==> config.mk <==
export PLATFORM = sky130hd
export DESIGN_NAME = sw_job_controller
export DESIGN_NICKNAME = d
export VERILOG_FILES = /design/src/rtl/sw_pkg.sv /design/src/rtl/sw_job_fifo.sv /design/src/rtl/sw_job_controller.sv
export SDC_FILE = /design/constraint.sdc
export NUM_CORES = 1
export LEC_CHECK = 0
export ABC_AREA = 0
export CAP_MARGIN = 10
export CORE_MARGIN = 5
export CORE_UTILIZATION = 35
export CTS_CLUSTER_DIAMETER = 120
export DETAILED_ROUTE_END_ITERATION = 7
export PLACE_DENSITY = 0.7
export SLEW_MARGIN = 20
export SYNTH_ARGS = -nofsm -noshare
export SYNTH_HDL_FRONTEND = slang
export SYNTH_SLANG_ARGS = --single-unit
==> constraint.sdc <==
create_clock -name clk -period 2.1 [get_ports clk]
set_input_delay 0.21 -clock clk [delete_from_list [all_inputs] [get_ports clk]]
set_output_delay 0.21 -clock clk [all_outputs]
set_load 0.02 [all_outputs]
==> src/rtl/sw_pkg.sv <==
// Shared definitions for the Smith-Waterman job controller: FSM state encoding,
// job-parameter field layout and the default engine result width.
`ifndef V_E_F_Bit
  `define V_E_F_Bit 16
`endif

package sw_pkg;

  localparam int RESULT_W = `V_E_F_Bit;

  localparam int JOB_W        = 16;
  localparam int FIELD_W      = 4;
  localparam int MATCH_LSB    = 12;
  localparam int MISMATCH_LSB = 8;
  localparam int ALPHA_LSB    = 4;
  localparam int BETA_LSB     = 0;

  typedef enum logic [3:0] {
    ST_INIT,
    ST_SET_T,
    ST_WAIT_T,
    ST_READY,
    ST_LOAD,
    ST_START,
    ST_GUARD,
    ST_WAIT_V,
    ST_WAIT_DONE,
    ST_OUT,
    ST_ERROR
  } state_e;

  function automatic logic [FIELD_W-1:0] job_field(input logic [JOB_W-1:0] job,
                                                   input int lsb);
    return job[lsb +: FIELD_W];
  endfunction

endpackage

==> src/rtl/sw_job_fifo.sv <==
// Job FIFO for the controller. A push while full is accepted when a pop
// happens in the same cycle, because the freed slot is the one being written.
module sw_job_fifo #(
  parameter int WIDTH = 16,
  parameter int DEPTH = 4
) (
  input  logic             clk,
  input  logic             rst_n,
  input  logic             push_i,
  input  logic [WIDTH-1:0] data_i,
  input  logic             pop_i,
  output logic [WIDTH-1:0] data_o,
  output logic             full_o,
  output logic             empty_o
);

  localparam int AW = $clog2(DEPTH);

  logic [WIDTH-1:0] mem_q [DEPTH];
  logic [AW:0]      wr_ptr_q, rd_ptr_q;
  logic             do_push, do_pop;

  assign empty_o = (wr_ptr_q == rd_ptr_q);
  assign full_o  = (wr_ptr_q[AW] != rd_ptr_q[AW]) &&
                   (wr_ptr_q[AW-1:0] == rd_ptr_q[AW-1:0]);

  assign do_pop  = pop_i && !empty_o;
  assign do_push = push_i && (!full_o || do_pop);
  assign data_o  = mem_q[rd_ptr_q[AW-1:0]];

  // NOTE: sequential state uses non-blocking (<=) so every register samples
  // pre-edge values; blocking here would make results depend on block order.
  always_ff @(posedge clk or negedge rst_n) begin
    if (!rst_n) begin
      wr_ptr_q <= '0;
      rd_ptr_q <= '0;
    end else begin
      if (do_push) wr_ptr_q <= wr_ptr_q + 1'b1;
      if (do_pop)  rd_ptr_q <= rd_ptr_q + 1'b1;
    end
  end

  // NOTE: storage is deliberately not reset; the pointers alone define which
  // entries are valid, so clearing the array would only cost reset fan-out.
  always_ff @(posedge clk) begin
    if (do_push) mem_q[wr_ptr_q[AW-1:0]] <= data_i;
  end

endmodule

==> src/rtl/sw_job_controller.sv <==
// Sequences scoring jobs into a Smith-Waterman engine and returns tagged results.
// Optional running-maximum tracker enabled with `define SW_BEST_SCORE_EN.
module sw_job_controller
  import sw_pkg::*;
#(
  parameter int FIFO_DEPTH = 4,
  parameter int TIMEOUT    = 50000,
  parameter int RES_W      = RESULT_W
) (
  input  logic             clk,
  input  logic             rst_n,
  input  logic             i_job_valid,
  input  logic [15:0]      i_job_param,
  output logic             o_job_ready,
  output logic             o_set_t,
  output logic             o_start_cal,
  output logic [3:0]       o_match,
  output logic [3:0]       o_mismatch,
  output logic [3:0]       o_minusAlpha,
  output logic [3:0]       o_minusBeta,
  input  logic             i_busy,
  input  logic             i_valid,
  input  logic [RES_W-1:0] i_result,
  output logic             o_res_valid,
  output logic [RES_W-1:0] o_res_data,
  output logic [2:0]       o_res_tag,
  input  logic             i_res_ready,
  output logic             o_error,
  output logic [RES_W-1:0] o_best_score,
  output logic [2:0]       o_best_tag
);

  localparam int             CNT_W    = $clog2(TIMEOUT + 1);
  localparam logic [CNT_W-1:0] CNT_LAST = CNT_W'(TIMEOUT - 1);

  state_e             state_q, state_d;
  logic [CNT_W-1:0]   cnt_q, cnt_d;
  logic [JOB_W-1:0]   fifo_head;
  logic               fifo_full, fifo_empty, fifo_push, fifo_pop;
  logic               capture;
  logic [3:0]         match_q, mismatch_q, alpha_q, beta_q;
  logic [2:0]         tag_cnt_q, cur_tag_q;
  logic [RES_W-1:0]   res_data_q;

  // Ready also covers the full case when READY frees a slot this very cycle.
  assign o_job_ready = !(state_q inside {ST_INIT, ST_ERROR}) && (!fifo_full || fifo_pop);
  assign fifo_push   = i_job_valid && o_job_ready;

  sw_job_fifo #(
    .WIDTH (JOB_W),
    .DEPTH (FIFO_DEPTH)
  ) u_fifo (
    .clk     (clk),
    .rst_n   (rst_n),
    .push_i  (fifo_push),
    .data_i  (i_job_param),
    .pop_i   (fifo_pop),
    .data_o  (fifo_head),
    .full_o  (fifo_full),
    .empty_o (fifo_empty)
  );

  // NOTE: every signal written here gets a default first, so no path through
  // the case can leave one unassigned and infer a latch.
  always_comb begin
    state_d  = state_q;
    fifo_pop = 1'b0;
    capture  = 1'b0;
    unique case (state_q)
      ST_INIT:  state_d = ST_SET_T;
      ST_SET_T: state_d = ST_WAIT_T;
      ST_WAIT_T: begin
        // The engine may not raise busy until a cycle after set_t.
        if (cnt_q != '0 && !i_busy) state_d = ST_READY;
        else if (cnt_q == CNT_LAST) state_d = ST_ERROR;
      end
      ST_READY: begin
        if (!fifo_empty) begin
          fifo_pop = 1'b1;
          state_d  = ST_LOAD;
        end
      end
      ST_LOAD:  state_d = ST_START;
      ST_START: state_d = ST_GUARD;
      ST_GUARD: state_d = ST_WAIT_V;
      ST_WAIT_V: begin
        if (i_valid) begin
          capture = 1'b1;
          state_d = ST_WAIT_DONE;
        end else if (cnt_q == CNT_LAST) begin
          state_d = ST_ERROR;
        end
      end
      ST_WAIT_DONE: begin
        if (!i_busy) state_d = ST_OUT;
        else if (cnt_q == CNT_LAST) state_d = ST_ERROR;
      end
      ST_OUT:   if (i_res_ready) state_d = ST_READY;
      ST_ERROR: state_d = ST_ERROR;
      default:  state_d = ST_INIT;
    endcase
    // Counter restarts on every state change, so each wait state sees 0 first.
    cnt_d = (state_d != state_q) ? '0 : cnt_q + 1'b1;
  end

  always_ff @(posedge clk or negedge rst_n) begin
    if (!rst_n) begin
      state_q    <= ST_INIT;
      cnt_q      <= '0;
      match_q    <= '0;
      mismatch_q <= '0;
      alpha_q    <= '0;
      beta_q     <= '0;
      tag_cnt_q  <= '0;
      cur_tag_q  <= '0;
      res_data_q <= '0;
    end else begin
      state_q <= state_d;
      cnt_q   <= cnt_d;
      if (fifo_pop) begin
        match_q    <= job_field(fifo_head, MATCH_LSB);
        mismatch_q <= job_field(fifo_head, MISMATCH_LSB);
        alpha_q    <= job_field(fifo_head, ALPHA_LSB);
        beta_q     <= job_field(fifo_head, BETA_LSB);
        cur_tag_q  <= tag_cnt_q;
        tag_cnt_q  <= tag_cnt_q + 1'b1;
      end
      if (capture) res_data_q <= i_result;
    end
  end

`ifdef SW_BEST_SCORE_EN
  logic [RES_W-1:0] best_score_q;
  logic [2:0]       best_tag_q;

  // Strictly greater: a tie keeps the tag of the earlier job.
  always_ff @(posedge clk or negedge rst_n) begin
    if (!rst_n) begin
      best_score_q <= '0;
      best_tag_q   <= '0;
    end else if (capture && (i_result > best_score_q)) begin
      best_score_q <= i_result;
      best_tag_q   <= cur_tag_q;
    end
  end

  assign o_best_score = best_score_q;
  assign o_best_tag   = best_tag_q;
`else
  assign o_best_score = '0;
  assign o_best_tag   = '0;
`endif

  assign o_set_t      = (state_q == ST_SET_T);
  assign o_start_cal  = (state_q == ST_START);
  assign o_res_valid  = (state_q == ST_OUT);
  assign o_error      = (state_q == ST_ERROR);
  assign o_match      = match_q;
  assign o_mismatch   = mismatch_q;
  assign o_minusAlpha = alpha_q;
  assign o_minusBeta  = beta_q;
  assign o_res_data   = res_data_q;
  assign o_res_tag    = cur_tag_q;

endmodule

# Word-level counts from Yosys, hierarchy flattened
# Memory sizes are Yosys's and may differ from the RTL's. A register that Yosys moved wholly into a read port is not among the register bits.
# Index checks and enable logic that the tools add are counted.
# W data, S select, Z words.
[op_classes] n_shift=0 n_eq_ne=15 mux=14 div_mod_pow=0 n_reduce_logical=16 add_sub_neg=4 n_mul=0 magnitude_cmp=0 bitwise_logic=0
[ops] operator="$pmux W4 S11" n=1
[ops] operator="$mux W4" n=6
[ops] operator="$add A16 B1 Y16 const B" n=1
[ops] operator="$eq A16 B16 Y1 const B" n=1
[ops] operator="$eq A4 B3 Y1 const B" n=4
[ops] operator="$mux W16" n=1
[ops] operator="$reduce_bool A16 Y1" n=1
[ops] operator="$eq A4 B4 Y1 const B" n=3
[ops] operator="$add A3 B1 Y3 const B" n=3
[ops] operator="$eq A4 B2 Y1 const B" n=2
[ops] operator="$logic_and A1 B1 Y1" n=6
[ops] operator="$mux W1" n=6
[ops] operator="$logic_not A1 Y1" n=5
[ops] operator="$eq A4 B1 Y1 const B" n=1
[ops] operator="$logic_not A4 Y1" n=1
[ops] operator="$ne A4 B4 Y1" n=1
[ops] operator="$eq A3 B3 Y1" n=1
[ops] operator="$eq A2 B2 Y1" n=1
[ops] operator="$logic_or A1 B1 Y1" n=2
[ops] operator="$reduce_bool A2 Y1" n=1
[ops] operator="$ne A1 B1 Y1" n=1
[totals] rom_bits=0 latchBits=0 out_inout_bits=59 mem_bits_rw=64 inputBits=38 word_cells=57 n_memories=1 register_bits=48
[memory_table] memory="u_fifo.mem_q" words=4 word_bits=16 rd=1 rd_ports_with_merged_regs=1 write_ports=1 line="sw_job_fifo.sv:19" text="logic [WIDTH-1:0] mem_q [DEPTH];"

# Logic depth before layout (Yosys ltp)
# Gate-level depths: netlist of run 1.
[depth] depth_word=9 ltp_mapped=8 mapped_depth_nobuf=7

# Hierarchy
# Synthesis of run 1 repeated with hierarchy kept, for this count alone.
[unflattened] cells_unflattened=399 hier_area_um2=5711.7
[by_module_without_submodules] mod="sw_job_controller" cells_per_inst=269 area_each_um2=2945.3 instances=1 seq_area_each_um2=1451.4
[by_module_without_submodules] mod="sw_job_fifo" cells_per_inst=130 area_each_um2=2766.4 instances=1 seq_area_each_um2=2072.0

# Least setup slack after synthesis of run 1
# OpenSTA, ideal clock, no wires.
[synth_path] kind="reg-to-reg" from="register u_fifo.rd_ptr_q[1]" to="memory u_fifo.mem_q[3][0], enable pin" t_arrival_ns=2.108 required_ns=1.725 synth_period_minus_slack_ns=2.483 n_path_buf=1 path_stages_with_launch=6 setup_time_ns=0.375 slack_ns=-0.383 cell_sequence="dfrtp_1 buf_4 xor2_2 nor3_1 o21ai_0 and3_1"
[synth_between] elab_chain_len=9 word_cells_on_any_way=15 classes_between="eq/ne (2); mux (4); reduce/logical (9)"
[synth_rtl] element="from (decl)" line="sw_job_fifo.sv:20" text="logic [AW:0] wr_ptr_q, rd_ptr_q;"
[synth_rtl] element="from (signal assigned)" line="sw_job_fifo.sv:39" text="if (do_pop) rd_ptr_q <= rd_ptr_q + 1'b1;"
[synth_rtl] element="$eq A3 B3 Y1 / $eq A2 B2 Y1 (equally long branches)" line="sw_job_fifo.sv:23, sw_job_fifo.sv:25"
[synth_rtl] element="$mux W1 / $logic_and A1 B1 Y1 (equally long branches)" line="sw_job_controller.sv:78, sw_job_fifo.sv:24"
[synth_rtl] element="$mux W1 / $logic_not A1 Y1 (equally long branches)" line="sw_job_controller.sv:69, sw_job_controller.sv:46"
[synth_rtl] element="$logic_or A1 B1 Y1 (*)" line="sw_job_controller.sv:46" text="assign o_job_ready = !(state_q inside {ST_INIT, ST_ERROR}) && (!fifo_full || fifo_pop);"
[synth_rtl] element="$logic_and A1 B1 Y1 (*)" line="sw_job_controller.sv:46"
[synth_rtl] element="net o_job_ready" line="sw_job_controller.sv:14" text="output logic o_job_ready,"
[synth_rtl] element="$logic_and A1 B1 Y1 (*)" line="sw_job_controller.sv:47" text="assign fifo_push = i_job_valid && o_job_ready;"
[synth_rtl] element="$logic_and A1 B1 Y1 (*)" line="sw_job_fifo.sv:28" text="assign do_push = push_i && (!full_o || do_pop);"
[synth_rtl] element="$mux W1 (*)" line="sw_job_fifo.sv:46" text="if (do_push) mem_q[wr_ptr_q[AW-1:0]] <= data_i;"
[synth_rtl] element="$mux W1 (implied by the code) (*)" line="sw_job_fifo.sv:46"
[synth_rtl] element="to (decl)" line="sw_job_fifo.sv:19"
# Mark *: on every way through the listed nets, which the timed path passes. The rest lies on a longest branch.

# Worst setup path in the final report of run 1
[layout_path] from="register cnt_q[0]" to="register cnt_q[5]"
[layout_between] elab_chain_len=6 word_cells_on_any_way=11 classes_between="add/sub (1); eq/ne (2); mux (6); reduce/logical (2)"
[layout_rtl] element="from (decl)" line="sw_job_controller.sv:37" text="logic [CNT_W-1:0] cnt_q, cnt_d;"
[layout_rtl] element="from (signal assigned)" line="sw_job_controller.sv:119" text="cnt_q <= cnt_d;"
[layout_rtl] element="$eq A16 B16 Y1 / $reduce_bool A16 Y1 (equally long branches)"
[layout_rtl] element="$mux W4 / $logic_and A1 B1 Y1 (equally long branches)"
[layout_rtl] element="$mux W4 (on tied branches)" line="sw_job_controller.sv:95, sw_job_controller.sv:74, sw_job_controller.sv:87"
[layout_rtl] element="$pmux W4 S11" line="sw_job_controller.sv:69" text="unique case (state_q)"
[layout_rtl] element="$ne A4 B4 Y1" line="sw_job_controller.sv:103" text="cnt_d = (state_d != state_q) ? '0 : cnt_q + 1'b1;"
[layout_rtl] element="$mux W16 (*)" line="sw_job_controller.sv:103"
[layout_rtl] element="net cnt_d[5]" line="sw_job_controller.sv:37"
# Marked as above.
# A chain may end at the register's enable or synchronous reset.

==> impl_metrics.env, run 1 <==
export IMPL_io_pin_count=97
export IMPL_htree_levels=4
export IMPL_setup_tns_ns=0
export IMPL_grt_max_degree=28
export IMPL_reg2reg_from="cnt_q[0]$_DFF_PN0_"
export IMPL_cts_num_sinks=128
export IMPL_relSlewSlack=0.579
export IMPL_first_pass_iters=4
export IMPL_synth_area_leaders="edfxtp_1 (34%), dfrtp_1 (29%), mux2_2 (7.6%)"
export IMPL_reg2reg_depth=7
export IMPL_syn_cell_area_sq_um=5610
export IMPL_syn_to_final_growth_pct=29.3
export IMPL_reg2reg_to="cnt_q[5]$_DFF_PN0_"
export IMPL_post_route_min_period_ns=1.99
export IMPL_wl_per_cell_um=15.9
export IMPL_clock_path_buffers=2
export IMPL_dr_total_vias=3385
export IMPL_die_area_sq_um=18700
export IMPL_drv_cap=0
export IMPL_crit_buf_inv=1
export IMPL_start_util=0.354
export IMPL_path_cells="ha_1 -> and4_1 -> and4_1 -> a221oi_2 -> o22ai_1 -> buf_4 -> nor3_1"
export IMPL_startpoint="cnt_q[0]$_DFF_PN0_"
export IMPL_port_buffers=77
export IMPL_slowest_stage="dfrtp_1"
export IMPL_irDropWorstVdd_uv=899
export IMPL_setup_viol=0
export IMPL_cts_tree="yes"
export IMPL_crit_type="reg2reg"
export IMPL_fin_crit_sh=0.949
export IMPL_synth_seq_cells=128
export IMPL_synth_top_cells_by_count="dfrtp_1 (64), edfxtp_1 (64), mux2_2 (38)"
export IMPL_crit_path_end_kind="flop"
export IMPL_cts_inserted_buffers=17
export IMPL_fp_dieH_um=137
export IMPL_drt_iter0_markers=253
export IMPL_postRouteAntennaNets=0
export IMPL_clock_skew_final_ns=0.00791
export IMPL_synth_distinct_cells=48
export IMPL_worst_slack_ns=0.107
export IMPL_worstPathArrival_ns=2.32
export IMPL_final_core_util=0.458
export IMPL_crit_cells=7
export IMPL_wl_mm=11.1
export IMPL_nets=518
export IMPL_cp_max_fo=16
export IMPL_clock_root_buffer="clkbuf_16"
export IMPL_row_count=46
export IMPL_grt_usage=0.128
export IMPL_cp_top_family="simple AND/OR/NAND/NOR gates"
export IMPL_overflow=0
export IMPL_max_freq_mhz=502
export IMPL_cpMostUsedCell="and4_1"
export IMPL_gp_congestion=0.818
export IMPL_syn_inst=372
export IMPL_grt_pass1_vias=3516
export IMPL_status="finished, final reports clean"
export IMPL_clk_latency_ns=0.41
export IMPL_dp_hpwl_mm=7.65
export IMPL_rrSetupSlack_ns=0.11
export IMPL_grt_pass1_wl_mm=18.2
export IMPL_grt_antenna_before_repair=0
export IMPL_async_flop_share=0.500
export IMPL_coreArea_sq_um=15800
export IMPL_slowest_delay_ns=0.40
export IMPL_drcViolationCount=0
export IMPL_routed_via_density=4.83
export IMPL_die_width_um=137
export IMPL_slew_violations=0
export IMPL_hold_path_class="in2async"
export IMPL_yosysTopAreaCell="edfxtp_1"
export IMPL_worstPathRequired_ns=2.43
export IMPL_cellLeakagePower_uw=0.00274
export IMPL_endpoint="cnt_q[5]$_DFF_PN0_"
export IMPL_syn_area_per_cell_sq_um=15.1
export IMPL_p_per_area_nw_per_um2=1520
export IMPL_synth_top_cell_area_share=0.343
export IMPL_start_kind="flop"
export IMPL_synth_edf_count=64
export IMPL_yosysWarnings=0
export IMPL_drive_above_1_share=0.247
export IMPL_final_hold_viol_count=0
export IMPL_n_antenna_cell=0
export IMPL_clkTransAtPathRegs_ns=0.06
export IMPL_dp_slack_ns=0.0546
export IMPL_yosysSeqAreaShare=0.628
export IMPL_tightest_slew_ns=0.631
export IMPL_ys_dominant_reg_cell="edfxtp_1"
layout make-up:
type / count / area [sq um]
clock buffers: 18 / 429
multi-input cells: 217 / 1940
repair buffers: 100 / 940
well taps: 216 / 270
inverters: 8 / 30.0
flip-flops and latches: 128 / 3520
fillers: 1385 / 8580
clock inverters: 14 / 118
worst min-delay path by stage:
stage | end | cells after the start | slack (ns)
2_1_floorplan | cnt_q[0]$_DFF_PN0_ | 0 | -0.09
3_3_place_gp | cnt_q[11]$_DFF_PN0_ | 1 | 0.26
3_5_place_dp | cnt_q[10]$_DFF_PN0_ | 1 | 0.27
4_1_cts | cnt_q[10]$_DFF_PN0_ | 2 | 0.36
5_1_grt | o_res_data[14]$_DFFE_PN0P_ | 2 | 0.39
6_report | cnt_q[11]$_DFF_PN0_ | 2 | 0.35
flip-flops by register name (all words and copies together) (netlist names):
signal and flops:
u_fifo.rd_ptr_q 3, o_mismatch 4, o_res_tag 3, o_match 4, tag_cnt_q 3, o_minusAlpha 4, cnt_q 16, o_res_data 16
u_fifo.mem_q 64, state_q 4, u_fifo.wr_ptr_q 3, o_minusBeta 4
worst register-to-register path, delay by kind of cell, from the launching register on:
family	cells	cell delay [ns]
adders and majority gates	1	0.26
and+or+nand+nor	3	0.64
AOI/OAI and AO/OA	2	0.41
DFF	1	0.40
buffers and inverters	1	0.21
logic make-up after synthesis:
| logic type | synth area share |
|---|---|
| DFF | 0.628 |
| AOI/OAI and AO/OA | 0.0366 |
| adders and majority gates | 0.0178 |
| muxes | 0.145 |
| xor gates and xnor gates | 0.0402 |
| other | 0.000669 |
| buffers and inverters | 0.0486 |
| and+or+nand+nor | 0.0834 |
placed cells by master (no fill, tap or decap), types with 7 or more instances in the layout:
master	synthesis	final
xnor2_1	15	14
mux4_2	10	10
edfxtp_1	64	64
inv_1	8	8
mux2_2	38	38
nor3_1	23	21
clkbuf_16	0	17
clkdlybuf4s50_1	0	71
nand2_1	11	11
xor2_1	7	7
dfrtp_1	64	63
nor2_1	12	12
ha_1	8	8
buf_4	20	21
conb_1	1	19
metal layers:
metal,vias up,share of wire,global-route usage
met2,132,0.49,0.200
met1,1680,0.42,0.159
met4,0,0.010,0.0431
met5,-,0,0
li1,1559,-,-
met3,14,0.086,0.0566
repair_timing:
action / CTS / global route
setup buffers: 0 / 1
setup endpoints to repair: 5 / 83
pin swaps: 0 / 1
gates resized for setup: 8 / 12
endpoints found under the hold margin: 25 / 0
hold buffers: 1 / 0
stage by stage:
stage | cell area, sq um | total power [uW] | cells | hold slack (ns)
after floorplan | 5680 | 6660 | 390 | -0.0856
after global placement | 6650 | 8220 | 667 | 0.258
after detailed placement | 6650 | 8360 | 667 | 0.267
after CTS | 7210 | 11100 | 700 | 0.363
after global routing | 7250 | 11700 | 701 | 0.393
final | 7250 | 11000 | 701 | 0.353
power breakdown:
group / switching (uW) / internal, uW
logic: 2300 / 2190
clock network: 1070 / 1620
registers: 382 / 3460
total: 3750 / 7270
Power figures use the tool's default switching activity.
==> run 2: changes to the inputs <==
Settings changed: GPL_ROUTABILITY_DRIVEN set to 0.
==> results of run 2 <==
Final layout, timing and power as in run 1 (identical DEF).
==> run 3: changes to the inputs <==
Settings changed: ABC_AREA 0 to not set, CAP_MARGIN 10 to not set.
==> results of run 3 <==
Final layout, timing and power as in run 1 (identical DEF).
==> edit: new RTL, settings of run 1 <==
Build with the macro `SW_BEST_SCORE_EN` defined.
--- a/src/rtl/sw_job_controller.sv
+++ b/src/rtl/sw_job_controller.sv
@@ -1,5 +1,7 @@
 // Sequences scoring jobs into a Smith-Waterman engine and returns tagged results.
 // Optional running-maximum tracker enabled with `define SW_BEST_SCORE_EN.
+`define SW_BEST_SCORE_EN
+
 module sw_job_controller
   import sw_pkg::*;
 #(
Formal check against the unedited RTL: not equivalent (a bounded check fails within 10 cycles, from zero or initial values and one cycle with rst_n low).
==> edit against run 1 <==
  * Clock skew decreased by 0.0015 ns
  * Power grew 23%
  * Largest power group unchanged
  * Setup slack worse by 0.15 ns
  * Fmax down 6.8%
  * First-iteration DRC count down 43%
  * Die area rose by 15%
  * Routed wire length grew 26%
  * Sequential cell count increased by 19
  * Clock power rose by 15%
  * Largest cell class unchanged
  * Hold slack lost 0.21 ns
  * The run now ends with negative setup slack left
  * Sequential share of layout area decreased by 3.4 points
  * Synthesized area grew 16%
  * Final area rose by 23%
  * Via count rose by 19%
==> edit: results (changes against run 1) <==
Yosys synthesis warning count: 0 (unchanged)
Worst Path Arrival: 2.44 ns (was 2.32 ns)
Cell Int Power: 8.91 mW (was 7.27 mW)
Synth top area cells: dfrtp_1 (32%), edfxtp_1 (29%), mux2_2 (9.0%), mux4_2 (5.5%), ha_1 (4.6%) (was edfxtp_1 (34%), dfrtp_1 (29%), mux2_2 (7.6%), mux4_2 (4.0%), mux4_1 (2.8%))
Maximum VDD drop: 0.888 mV (was 0.899 mV)
Vias in the first global route: 4,422 (was 3,516)
Worst-path maximum fanout: 9 (was 16)
HP Class: in2async (unchanged)
Total number of vias: 4,039 (was 3,385)
Post-synth EDFFs: 64 (unchanged)
H-Tree Level Count: 4 (unchanged)
Leakage: 3.53 nW (was 2.74 nW)
Share of cells above drive strength 1: 0.331 (was 0.247)
Compound-gate portion of the synthesized area: 0.0450 (was 0.0366)
IO Port Bufs: 96 (was 77)
Total track usage: 0.137 (was 0.128)
DRT iter0 DRCs: 143 (was 253)
Distinct cells, synth: 52 (was 48)
Fin Hold WS: 0.141 ns (was 0.353 ns)
Proportion of synthesized area in mux cells: 0.154 (was 0.145)
Register area share after synthesis: 0.612 (was 0.628)
First-pass GRT wire length: 23,100 microns (was 18,200 microns)
DP Area: 0.00821 sq mm (was 0.00665 sq mm)
Dpl hpwl: 9830 microns (was 7650 microns)
Clk pin slew, worst setup/hold paths: 0.06 ns (about the same)
Syn_nets: 502
Fraction of registers with async set/reset: 0.565 (was 0.500)
Placed cells: 792 (was 667)
Failing checks: negative setup slack
Largest net degree at the start of global routing: 44 (was 28)
Synth Area in XOR/XNOR: 0.0322 (was 0.0402)
Final setup viols: 19 (was 0)
Skew final: 0.00646 ns (was 0.00791 ns)
Antenna cell count: 0 (unchanged)
Post-Synth Adder-Cell Area: 0.0460 (was 0.0178)
Synth top cells by count: dfrtp_1 (83), edfxtp_1 (64), mux2_2 (52) (was dfrtp_1 (64), edfxtp_1 (64), mux2_2 (38))
Mapped Avg Cell Area: 14.8 sq um (was 15.1 sq um)
GPL Wtd Cong: 0.840 (was 0.818)
Outcome: finished with violations (was finished, final reports clean)
Worst Max-Slew Pin Slew: 0.499 ns (was 0.631 ns)
Nets: 642 (was 518)
Avg WL per Cell: 17.0 microns (was 15.9 microns)
Reg2Reg Depth: 8 (was 7)
Final non-filler cell total: 827 (was 701)
Final worst setup slack: -0.0386 ns (was 0.107 ns)
==> edit: changes by cell type after synthesis, moves of 16 or more <==
cell / delta
buf_4: -17
inv_1: +17
nor3_1: -16
ha_1: +16
nor2_1: +18
dfrtp_1: +19
==> edit: repair_timing <==
item	CTS	global route
pin swaps	5	2
hold buffers	1	0
setup endpoints to repair	40	36
gates resized for setup	10	10
endpoints found under the hold margin	83	0
setup buffers	1	1
==> edit: final timing paths <==
path | startpoint | endpoint
max | o_best_score[5] | o_best_score[8]
min | rst_n | o_res_data[6]
max reg2reg | o_best_score[5] | o_best_score[8]
min reg2reg | tag_cnt_q[2] | tag_cnt_q[2]
max in group asynchronous | rst_n | state_q[0]
min in group clk | i_job_param[0] | u_fifo.mem_q[0][0]
==> edit: cells by family after synthesis <==
kind of cell               Yosys count
buffers and inverters               38
and+or+nand+nor                     96
adders and majority gates           24
muxes                               72
xor gates and xnor gates            24
DFF                                147
AOI/OAI and AO/OA                   39
==> edit: power by group through the flow <==
stage	Clock, mW	Combinational [mW]	Sequential, mW
2_1_floorplan	0	2.87	5.15
3_3_place_gp	0	5.54	4.63
3_5_place_dp	0	5.69	4.69
4_1_cts	3.17	5.80	4.65
5_1_grt	3.32	6.23	4.78
6_report	3.09	5.76	4.65
==> edit: per-layer routing <==
layer / share of wire / track usage
met5: 0 / 0
met4: 0.0058 / 0.0339
met3: 0.053 / 0.0478
met2: 0.50 / 0.230
met1: 0.44 / 0.169
==> edit: per-stage QoR <==
stage | setup WS, ns | setup TNS, ns
floorplan | -0.0405 | -0.405
global placement | -0.350 | -8.45
detailed placement | -0.403 | -10.48
CTS | -0.0711 | -1.12
global route | -0.143 | -2.48
finish | -0.0386 | -0.545
==> edit: area by class of cell <==
class / instances / area, sq um
clock buffer: 19 / 433
clock inverter: 13 / 174
fill: 1619 / 9620
inverter: 25 / 93.8
multi-input combinational: 255 / 2550
sequential: 147 / 4020
tap: 234 / 293
timing repair buffer: 134 / 1340
==> edit: worst max-delay path, cell delays in order (launching register included) <==
cell and delay, ns:
dfrtp_2 0.36, inv_2 0.05, ha_4 0.26, nand4_1 0.17
nor4_4 0.34, a21boi_4 0.25, o31ai_4 0.11, buf_12 0.17
mux2_4 0.30
